<file path="src/rtl/temp_bcd_conv.sv">
// temp_bcd_conv
//   Converts one raw ADT7420 temperature word into a sign flag plus
//   hundreds/tens/ones BCD digits of whole degrees C and a truncated
//   tenths digit. The integer part goes through a sequential shift-add-3
//   (double-dabble) converter, one bit per clock.
//
//   Timeline for a word accepted at edge k:
//     k LOAD, k+1 select/negate, k+2..k+10 shift steps, k+11 results and
//     out_valid, busy low again from k+12. The next word can be accepted
//     at edge k+12.
//
// Parameters
//   RES16  0: 13-bit mode, value = raw[15:3] signed, LSB 1/16 C
//          1: 16-bit mode, value = raw[15:0] signed, LSB 1/128 C
//   INT_W  integer-magnitude width shifted through double-dabble (9)
//
// Build option
//   TEMP_CONV_FRAC_EN  defined: tenths digit is computed.
//                      undefined: tenths logic is removed and frac is 0.
//
// Ports
//   CLK_100    in   system clock
//   RSTn       in   asynchronous active-low reset
//   raw_valid  in   one-cycle strobe qualifying raw_data
//   raw_data   in   [15:0] raw temperature register word
//   busy       out  conversion in progress
//   out_valid  out  one-cycle pulse, digit outputs updated
//   overrun    out  one-cycle pulse, raw_valid arrived while busy (dropped)
//   sign       out  1 = negative temperature
//   hun/ten/one out [3:0] BCD integer digits
//   frac       out  [3:0] BCD tenths digit (truncated)
module temp_bcd_conv #(
  parameter bit RES16 = 1'b0,
  parameter int INT_W = 9
) (
  input  logic        CLK_100,
  input  logic        RSTn,
  input  logic        raw_valid,
  input  logic [15:0] raw_data,
  output logic        busy,
  output logic        out_valid,
  output logic        overrun,
  output logic        sign,
  output logic [3:0]  hun,
  output logic [3:0]  ten,
  output logic [3:0]  one,
  output logic [3:0]  frac
);

  localparam int CW = $clog2(INT_W);

  localparam logic [1:0] S_IDLE  = 2'd0;
  localparam logic [1:0] S_LOAD  = 2'd1;
  localparam logic [1:0] S_SHIFT = 2'd2;
  localparam logic [1:0] S_DONE  = 2'd3;

  logic [1:0]       state;
  logic [15:0]      raw_q;
  logic [INT_W-1:0] int_sr;
  logic [11:0]      bcd;
  logic [CW-1:0]    cnt;
  logic             neg_q;

  // Value selection and magnitude. val is sign-extended to 17 bits so the
  // most-negative code negates to its full magnitude (e.g. 0x8000 -> 32768)
  // without overflowing the 16-bit magnitude.
  logic signed [16:0] val;
  logic [15:0]        mag;
  logic [INT_W-1:0]   int_ld;

  always_comb begin
    if (RES16) val = {raw_q[15], raw_q};
    else       val = {{4{raw_q[15]}}, raw_q[15:3]};
    mag    = val[16] ? 16'(-val) : val[15:0];
    int_ld = RES16 ? INT_W'(mag >> 7) : INT_W'(mag >> 4);
  end

  // Add-3 correction on every BCD nibble ahead of the shift.
  logic [11:0] bcd_adj;
  always_comb begin
    bcd_adj = bcd;
    for (int n = 0; n < 3; n++) begin
      if (bcd[n*4 +: 4] >= 4'd5) bcd_adj[n*4 +: 4] = bcd[n*4 +: 4] + 4'd3;
    end
  end

`ifdef TEMP_CONV_FRAC_EN
  // Tenths = (fraction * 10) >> fraction_bits, multiply as shift-add.
  logic [7:0]  p13;
  logic [10:0] p16;
  logic [3:0]  frac_ld;
  logic [3:0]  frac_q;

  always_comb begin
    p13     = {1'b0, mag[3:0], 3'b0} + {3'b0, mag[3:0], 1'b0};
    p16     = {1'b0, mag[6:0], 3'b0} + {3'b0, mag[6:0], 1'b0};
    frac_ld = RES16 ? 4'(p16 >> 7) : 4'(p13 >> 4);
  end

  always_ff @(posedge CLK_100 or negedge RSTn) begin
    if (!RSTn)                frac_q <= '0;
    else if (state == S_LOAD) frac_q <= frac_ld;
  end

  always_ff @(posedge CLK_100 or negedge RSTn) begin
    if (!RSTn)                frac <= '0;
    else if (state == S_DONE) frac <= frac_q;
  end
`else
  assign frac = 4'd0;
`endif

  always_ff @(posedge CLK_100 or negedge RSTn) begin
    if (!RSTn) begin
      state     <= S_IDLE;
      raw_q     <= '0;
      int_sr    <= '0;
      bcd       <= '0;
      cnt       <= '0;
      neg_q     <= 1'b0;
      busy      <= 1'b0;
      out_valid <= 1'b0;
      overrun   <= 1'b0;
      sign      <= 1'b0;
      hun       <= '0;
      ten       <= '0;
      one       <= '0;
    end else begin
      out_valid <= 1'b0;
      // Any word offered outside IDLE (DONE included) is dropped.
      overrun   <= raw_valid && (state != S_IDLE);
      case (state)
        S_IDLE: begin
          busy <= raw_valid;
          if (raw_valid) begin
            raw_q <= raw_data;
            state <= S_LOAD;
          end
        end
        S_LOAD: begin
          int_sr <= int_ld;
          neg_q  <= val[16];
          bcd    <= '0;
          cnt    <= CW'(INT_W - 1);
          state  <= S_SHIFT;
        end
        S_SHIFT: begin
          bcd    <= {bcd_adj[10:0], int_sr[INT_W-1]};
          int_sr <= int_sr << 1;
          cnt    <= cnt - 1'b1;
          if (cnt == '0) state <= S_DONE;
        end
        default: begin
          // busy stays up through the cycle where out_valid is visible.
          sign      <= neg_q;
          hun       <= bcd[11:8];
          ten       <= bcd[7:4];
          one       <= bcd[3:0];
          out_valid <= 1'b1;
          state     <= S_IDLE;
        end
      endcase
    end
  end

endmodule
</file>
<file path="config.mk">
export PLATFORM = sky130hd
export DESIGN_NAME = temp_bcd_conv
export DESIGN_NICKNAME = d
export VERILOG_FILES = /design/src/rtl/temp_bcd_conv.sv
export SDC_FILE = /design/constraint.sdc
export NUM_CORES = 1
export LEC_CHECK = 0
export ABC_AREA = 1
export CAP_MARGIN = 40
export CORE_MARGIN = 2
export CORE_UTILIZATION = 49
export DETAILED_ROUTE_END_ITERATION = 10
export PLACE_DENSITY_LB_ADDON = 0.08
export SYNTH_ARGS = -nofsm -noshare
export SYNTH_HDL_FRONTEND = slang
export SYNTH_SLANG_ARGS = --single-unit
</file>
<file path="constraint.sdc">
create_clock -name CLK_100 -period 1.7 [get_ports CLK_100]
set_clock_uncertainty 0.15 [all_clocks]
set_input_delay 0.255 -clock CLK_100 [delete_from_list [all_inputs] [get_ports CLK_100]]
set_output_delay 0.255 -clock CLK_100 [all_outputs]
set_load 0.01 [all_outputs]
</file>
# Word-level counts from Yosys, hierarchy flattened
# Index checks and enable logic that the tools add are counted.
dict set report word_totals {
  ff_bits 60
  in_bits 19
  output_inout_bits 20
  wordCells 44
}
dict set report op_classes {
  addsub 5
  n_lt_le_gt_ge 3
  eq_ne 4
  n_mux 11
  reduce_logical 8
}
# cell n
set op_table {}
lappend op_table {{$pmux 12 s2} 1}
lappend op_table {{$pmux 9 s2} 1}
lappend op_table {{$mux 13} 1}
lappend op_table {{$neg 13->13} 1}
lappend op_table {{$ge 4x3->1 const B} 3}
lappend op_table {{$add 4x2->4 const B} 2}
lappend op_table {{$mux 4} 2}
lappend op_table {{$pmux 4 s2} 1}
lappend op_table {{$pmux 2 s3} 1}
lappend op_table {{$logic_not 4->1} 1}
lappend op_table {{$mux 2} 2}
lappend op_table {{$ne 2x2->1 const B} 2}
lappend op_table {{$reduce_and 2->1} 2}
lappend op_table {{$reduce_bool 2->1} 2}
lappend op_table {{$sub 4x1->4 const B} 1}
lappend op_table {{$add 3x2->3 const B} 1}
lappend op_table {{$mux 3} 1}
lappend op_table {{$reduce_or 3->1} 1}
lappend op_table {{$eq 2x1->1 const B} 1}
lappend op_table {{$eq 2x2->1 const B} 1}
lappend op_table {{$logic_not 2->1} 1}
lappend op_table {{$logic_and 1x1->1} 1}
lappend op_table {{$mux 1} 1}

# Logic depth before layout (Yosys ltp)
# Gate-level depths: netlist (run 1).
dict set report depth {
  ltp_word 3
  mapped_depth 9
  mapped_depth_nobuf 8
}

# Worst setup path after synthesis (run 1)
# Ideal clock, no wire load.
dict set report synth_path {
  path_type {reg-to-reg}
  from {register state[0]}
  to {register int_sr[4]}
  setup_time_ps 124
  arrival_ps 1332
  t_required_ps 1426
  setup_slack_ps 94
  path_stages_with_launch 8
  n_path_buf 2
  synth_period_minus_slack_ps 1606
  path_cell_list {dfrtp_1 > inv_1 > ha_1 > buf_6 > nand2_2 > buf_4 > o22ai_1 > o21bai_1}
}
dict set report synth_via {
  elab_chain_cells 2
  elab_cells_between_ends 4
  classes_between {2 x eq/ne; 1 x mux; 1 x reduce/logical}
}
# element line_no
set synth_rtl {}
lappend synth_rtl {{start, declared} 57} ;# logic [1:0] state;
lappend synth_rtl {{start signal, assigned} 115} ;# state <= S_IDLE;
lappend synth_rtl {{start signal, assigned} 137} ;# state <= S_LOAD;
lappend synth_rtl {{start signal, assigned} 145} ;# state <= S_SHIFT;
lappend synth_rtl {{$eq 2x2->1 or $eq 2x1->1 (tied branches)} 132} ;# case (state)
lappend synth_rtl {{$pmux 9 s2 or $reduce_bool 2->1 (tied branches)} n/a}
lappend synth_rtl {{end signal, assigned} 141} ;# int_sr <= int_ld;
lappend synth_rtl {{end signal, assigned} 149} ;# int_sr <= int_sr << 1;
lappend synth_rtl {{end, declared} 59} ;# logic [INT_W-1:0] int_sr;
# Several ways; a longest one is shown, not always the timed one.
# A chain may end at the register's enable or synchronous reset.

# Worst setup path in the final report (run 1)
dict set report layout_path {
  from {register hun[1]}
  to {output hun[1]}
}
# element line_no
set layout_lines {}
lappend layout_lines {{start, declared} 44} ;# output logic [3:0] hun,
lappend layout_lines {{start signal, assigned} 156} ;# hun <= bcd[11:8];
# No word-level cell between the ends.

==> results of run 1 <==
[path summary, 6_finish.rpt]
kind	from	end	slack, ps	cells after the start
hold / removal	RSTn	hun[1]	260	2
setup reg to reg	state[0]	int_sr[8]	100	9
hold reg to reg	ten[2]	ten[2]	330	2
min in group CLK_100	ten[2]	ten[2]	330	2
setup / recovery	hun[1]	hun[1]	60	1
max in group asynchronous	RSTn	raw_q[3]	630	3
[power breakdown]
group	total [mW]	internal [mW]	switching, mW
clock	1.02	0.542	0.475
combinational	2.50	1.14	1.35
sequential	2.00	1.76	0.242
total	5.51	3.44	2.07
[layout make-up]
type                            count  area (um2)
Clock buffer                       12         145
Sequential cell                    57        1430
Clock inverter                      1        5.00
Tap cell                           72        90.1
Inverter                           48         183
Multi-Input combinational cell    198        1100
Timing Repair Buffer               48         477
Fill cell                         497        2050
[layer usage]
layer	GRT usage, %	vias up	wire length (um)
li1	-	1105	-
met1	23.1	972	2340
met2	28.4	39	2250
met3	6.14	9	208
met4	6.90	0	82
met5	0	-	0
[cells in the mapped netlist, types with 2 or more instances]
| cell | count | area share, % |
|---|---|---|
| dfrtp_1 | 57 | 52 |
| o22ai_1 | 13 | 2.9 |
| xor2_1 | 2 | 0.63 |
| mux2_2 | 4 | 1.6 |
| nand2_2 | 3 | 0.68 |
| inv_1 | 45 | 6.1 |
| a21oi_1 | 19 | 3.4 |
| nand4_1 | 3 | 0.68 |
| nand2_1 | 48 | 6.5 |
| buf_4 | 5 | 1.4 |
| ha_1 | 12 | 5.4 |
| buf_6 | 2 | 0.82 |
| nand3_1 | 12 | 2.2 |
| o21ai_0 | 44 | 8.0 |
| nor2_2 | 2 | 0.45 |
| nor2_1 | 23 | 3.1 |
| clkbuf_1 | 3 | 0.41 |
| o21bai_1 | 4 | 1.1 |
| buf_2 | 3 | 0.54 |
[logic make-up after synthesis]
family | after synthesis | share of synthesized area, %
buffers and inverters | 61 | 9.75
other | 1 | 0.136
multiplexers | 4 | 1.63
XOR/XNOR | 2 | 0.635
adder cells (fa/ha/maj) | 12 | 5.44
flip-flops | 57 | 51.7
AO/OA/AOI/OAI | 83 | 16.3
AND/OR/NAND/NOR | 93 | 14.4
[stage by stage]
step	hold slack [ps]	worst slack, ps	power, mW	instance area (um2)	TNS (ps)
after floorplan	-191	93.8	3.62	2770	0
after global placement	89.9	58.3	4.31	3220	0
after detailed placement	88.6	31.6	4.37	3220	0
after CTS	265	4.60	5.41	3380	0
after global routing	288	-8.82	6.03	3430	-8.82
final	258	61.5	5.51	3430	0
[state kept, by name, summed over array words and instances (netlist names)]
name,count
cnt,4
busy,1
one,4
ten,4
state,2
hun,4
overrun,1
out_valid,1
bcd,12
sign,1
neg_q,1
int_sr,9
raw_q,13
[repair_timing]
action,4_1_cts,5_1_grt
resized for setup,0,6
endpoints found under the setup margin,0,13
hold endpoints to repair,18,0
hold buffers,1,0
buffers inserted,0,3
==> flow_metrics.py, run 1 <==
metrics = {
    "final_layout": {
        "area_delta_synth_final_pct": 24.2,
        "post_layout_nonfiller_instances": 436,
        "fin_nets": 393,
        "drive_gt1_share_pct": 12.6,
        "final_common_cell": "dfrtp_1",
        "fin_util_pct": 62.6,
        "layout_common_cells": "57 x dfrtp_1, 48 x nand2_1, 44 x o21ai_0",
        "diodes": 0,
    },
    "clocking": {
        "cts.sinks": 57,
        "clock-root-buffer": "clkbuf_8",
        "cts_buffers": 9,
        "clock_path_buffers": 2,
        "clk_latency_ps": 330,
        "cts_tree": "built",
        "htreeDepth": 3,
        "clk_pin_slew_ps": 60,
    },
    "synth": {
        "synth_enable_flop_cells": 0,
        "synth.avg_cell_area_um2": 8.82,
        "syn_area_um2": 2760,
        "synth_seq_cells": 57,
        "synth_flop_cell": "dfrtp_1",
        "yosysWarnings": 0,
        "synth_cells": 313,
        "async_reset_ff_share_pct": 100,
        "seq_area_frac_synth_pct": 51.7,
        "ys_types": 28,
    },
    "route": {
        "via_per_inst": 4.87,
        "drt_pass1_iterations": 4,
        "drt_iter0_markers": 59,
        "wirelength_mm": 4.88,
        "postRouteAntennaNets": 0,
        "drc": 0,
        "wl_per_cell_um": 11.2,
        "vias": 2125,
    },
    "setup_path": {
        "cp_num_buf_inv": 1,
        "path_cells": "clkdlybuf4s50_1",
        "slowest_delay_ps": 540,
        "cp_max_fo": 2,
        "critical_path_class": "reg -> out",
        "crit_arrival_ps": 1230,
        "required_ps": 1290,
        "cp_slowest_cell": "clkdlybuf4s50_1",
        "end_kind": "output pin",
        "critPathTopFamily": "buffers and inverters",
        "start_kind": "flop",
    },
    "place": {
        "dp_hpwl_mm": 3.61,
        "place.gp.congestion": 0.845,
        "dpl.cell_count": 419,
        "numPortBuffers": 31,
    },
    "power_and_ir_drop": {
        "power_density_nw_per_um2": 1610,
        "ir_drop_v": 0.000776,
        "p_leak_nw": 1.59,
    },
    "timing": {
        "fmax_mhz": 610,
        "finalCriticalPeriod_ps": 1640,
        "rsz0062_at_grt": "yes",
        "fin_crit_sh_pct": 96.4,
        "slew_viol_final": 0,
        "setup_violations": 0,
        "finalHoldViolations": 0,
    },
    "grt": {
        "grt_pass1_vias": 2069,
        "grt_overflow": 0,
        "grt_max_degree": 30,
        "antenna_found_initial": 0,
        "grt_use_total_pct": 18.1,
        "grt_pass1_wl_mm": 8.76,
    },
    "outcome": {
        "outcome": "completed",
    },
    "floorplan": {
        "core_region_area_um2": 5470,
        "die_h_um": 79.1,
        "rows": 27,
        "die_w_um": 79.1,
        "dieArea_um2": 6250,
        "ios": 39,
        "start_util_pct": 50.4,
    },
    "min_path": {
        "hp-class": "in -> async",
    },
    "run": {
        "max-cap-violations": 0,
    },
}
Note: power is estimated with default switching activity, not from simulation.
==> run 2, diff against run 1 <==
--- a/config.mk
+++ b/config.mk
@@ -5,11 +5,11 @@
 export SDC_FILE = /design/constraint.sdc
 export NUM_CORES = 1
 export LEC_CHECK = 0
-export ABC_AREA = 1
 export CAP_MARGIN = 40
 export CORE_MARGIN = 2
 export CORE_UTILIZATION = 49
 export DETAILED_ROUTE_END_ITERATION = 10
+export GPL_TIMING_DRIVEN = 0
 export PLACE_DENSITY_LB_ADDON = 0.08
 export SYNTH_ARGS = -nofsm -noshare
 export SYNTH_HDL_FRONTEND = slang
==> run 2 against run 1 <==
Net effect:
- the run now ends with setup timing left
- sequential power is 9.5% higher
- routed wire length is 15% higher
- non-clock buffer count is 9 higher
- register-to-register slack worse by 200 ps
- synthesized area is 1.5% higher
- first-iteration DRC count is 83% higher
- global-route usage is 1.8 points higher
- via count is 4.0% lower
- combinational power is 21% higher
- worst hold slack better by 77 ps
- sequential share of layout area is 3.0 points lower
- critical path type is now reg -> reg
- largest power group unchanged
==> flow_metrics.py, run 2 <==
metrics = {
    "clocking": {
        "cts_tree": "built",
        "clk_latency_ps": 340,
        "htreeDepth": 3,
        "cts_buffers": 9,
        "clock-root-buffer": "clkbuf_8",
        "clock_path_buffers": 2,
        "clk_pin_slew_ps": 70,
        "cts.sinks": 57,
    },
    "place": {
        "place.gp.congestion": 0.761,
        "place_area_um2": 3230,
        "dp_hpwl_mm": 3.73,
        "numPortBuffers": 31,
        "dpl.cell_count": 365,
    },
    "floorplan": {
        "die_h_um": 79.6,
        "start_util_pct": 50.9,
        "dieArea_um2": 6340,
        "ios": 39,
        "die_w_um": 79.6,
        "core_region_area_um2": 5510,
        "rows": 27,
    },
    "final_layout": {
        "layout_common_cells": "55 x dfrtp_1, 30 x mux2_1, 30 x clkdlybuf4s50_1",
        "top_register": "raw_q",
        "post_layout_nonfiller_instances": 391,
        "diodes": 0,
        "design_area_um2": 3700,
        "area_delta_synth_final_pct": 32.0,
        "fin_nets": 345,
        "drive_gt1_share_pct": 22.6,
        "final_common_cell": "dfrtp_1",
        "largest_reg_flops": 13,
        "largestRegisters": "raw_q x13, bcd x12, int_sr x9",
    },
    "grt": {
        "grt_pass1_vias": 2035,
        "grt_pass1_wl_mm": 9.50,
        "grt_max_degree": 32,
        "grt_overflow": 0,
        "antenna_found_initial": 0,
        "grt_use_total_pct": 19.8,
    },
    "route": {
        "via_per_inst": 5.22,
        "wirelength_mm": 5.63,
        "wl_per_cell_um": 14.4,
        "vias": 2041,
        "postRouteAntennaNets": 0,
        "drc": 0,
        "drt_iter0_markers": 108,
        "drt_pass1_iterations": 4,
    },
    "synth": {
        "yosysWarnings": 0,
        "synth_enable_flop_cells": 0,
        "synth-simple-area-share_pct": 11.4,
        "yosysTopAreaCell": "dfrtp_1",
        "synth.most_common_cell": "dfrtp_1",
        "yosys-top-cells-count": "57 x dfrtp_1, 30 x mux2_1, 22 x o21ai_1",
        "synth_top_family_by_area": "multiplexers",
        "synth_cells": 258,
        "ys_types": 40,
        "synth_area_leaders": "dfrtp_1 51%, mux2_1 12%, ha_1 5.4%, o21ai_1 3.9%, inv_1 2.8%",
        "async_reset_ff_share_pct": 100,
        "synth_flop_cell": "dfrtp_1",
        "synth_compound_area_share_pct": 10.7,
        "seq_area_frac_synth_pct": 50.9,
        "synth.avg_cell_area_um2": 10.9,
        "synthMuxAreaShare_pct": 13.5,
        "synth_top_area_share_pct": 50.9,
        "synthXorXnorAreaFrac_pct": 2.50,
        "synth_seq_cells": 57,
        "syn_area_um2": 2800,
        "synthAdderAreaFrac_pct": 5.36,
    },
    "outcome": {
        "outcome": "finished, violations left",
        "violations": "setup timing",
    },
    "run": {
        "max-cap-violations": 0,
    },
    "min_path": {
        "hp-class": "in -> async",
    },
    "timing": {
        "finalHoldViolations": 0,
        "setup_ws_ps": -99.0,
        "slew_viol_final": 0,
        "rsz0062_at_grt": "yes",
        "fmax_mhz": 556,
        "setup_violations": 6,
        "finalCriticalPeriod_ps": 1800,
        "setup-tns-final_ps": -336,
        "timing.slew.headroom_pct": 58.7,
        "worst_slew_pin_slew_ps": 620,
        "fin_crit_sh_pct": 106,
        "holdWs_ps": 336,
    },
    "setup_path": {
        "cp_num_buf_inv": 0,
        "path_cells": "or4_4 > or3_1 > a21o_1 > nand3_1",
        "start_kind": "flop",
        "required_ps": 1830,
        "critical_path_class": "reg -> reg",
        "cp_max_fo": 5,
        "crit_arrival_ps": 1930,
        "end_kind": "flop",
        "slowest_delay_ps": 600,
        "critPathTopFamily": "simple AND/OR/NAND/NOR gates",
        "cp_slowest_cell": "or4_4",
    },
    "power_and_ir_drop": {
        "ir_drop_v": 0.00106,
        "p_leak_nw": 1.64,
        "power_density_nw_per_um2": 1800,
    },
}
run 2: final cells by class:
type / instances / area, um2
plain buffers: 14 / 106
clock buffers: 11 / 151
clock inverters: 5 / 77.6
fillers: 417 / 1810
inverters: 21 / 78.8
multi-input cells: 168 / 1350
flip-flops and latches: 57 / 1430
well taps: 72 / 90.1
repair buffers: 43 / 410
run 2: cells by family after synthesis:
group,Yosys count
flops,57
compound gates,50
fa+ha+maj,12
other cells,1
simple gates,60
buf+inv,36
xor+xnor,8
mux,34
run 2: what timing repair did:
| item | CTS | global route |
|---|---|---|
| gates cloned | 0 | 0 |
| setup buffers | 3 | 7 |
| pin swaps | 3 | 2 |
| gates resized for setup | 26 | 28 |
| endpoints found under the setup margin | 45 | 43 |
| hold buffers | 1 | 0 |
| hold endpoints to repair | 26 | 0 |
run 2: where the power goes:
| part | internal, mW | total, mW | leakage, nW | switching [mW] |
|---|---|---|---|---|
| sequential | 1.82 | 2.19 | 0.728 | 0.372 |
| clock | 0.899 | 1.45 | 0.115 | 0.552 |
| combinational | 1.41 | 3.02 | 0.793 | 1.61 |
| total | 4.13 | 6.66 | 1.64 | 2.53 |
run 2: path summary, 6_finish.rpt:
check | start | end | slack, ps | cells after the start
setup / recovery | raw_q[6] | int_sr[2] | -100 | 4
hold / removal | RSTn | raw_q[8] | 340 | 2
setup reg to reg | raw_q[6] | int_sr[2] | -100 | 4
hold reg to reg | one[2] | one[2] | 340 | 1
max in group asynchronous | RSTn | ten[2] | 480 | 3
min in group CLK_100 | one[2] | one[2] | 340 | 1
run 2: worst register-to-register path, stage by stage (launching register included):
cell and delay (ps):
dfrtp_1 390, or4_4 600, or3_1 360, a21o_1 190
nand3_1 60
run 2: stage by stage:
step	total power [mW]	worst slack, ps	utilization (%)
detailed placement	4.68	-438	58.6
global placement	4.61	-1610	58.4
global route	7.18	-155	67.1
floorplan	3.91	-6.55	-
CTS	6.38	-82.0	64.6
finish	6.66	-99.0	67.1
run 2: layer usage:
metal | wire, um | share of wire (%) | track usage [%]
met5 | 0 | 0 | 0
met3 | 198 | 3.5 | 4.19
met2 | 2540 | 45 | 29.2
met1 | 2750 | 49 | 27.3
met4 | 133 | 2.4 | 10.9
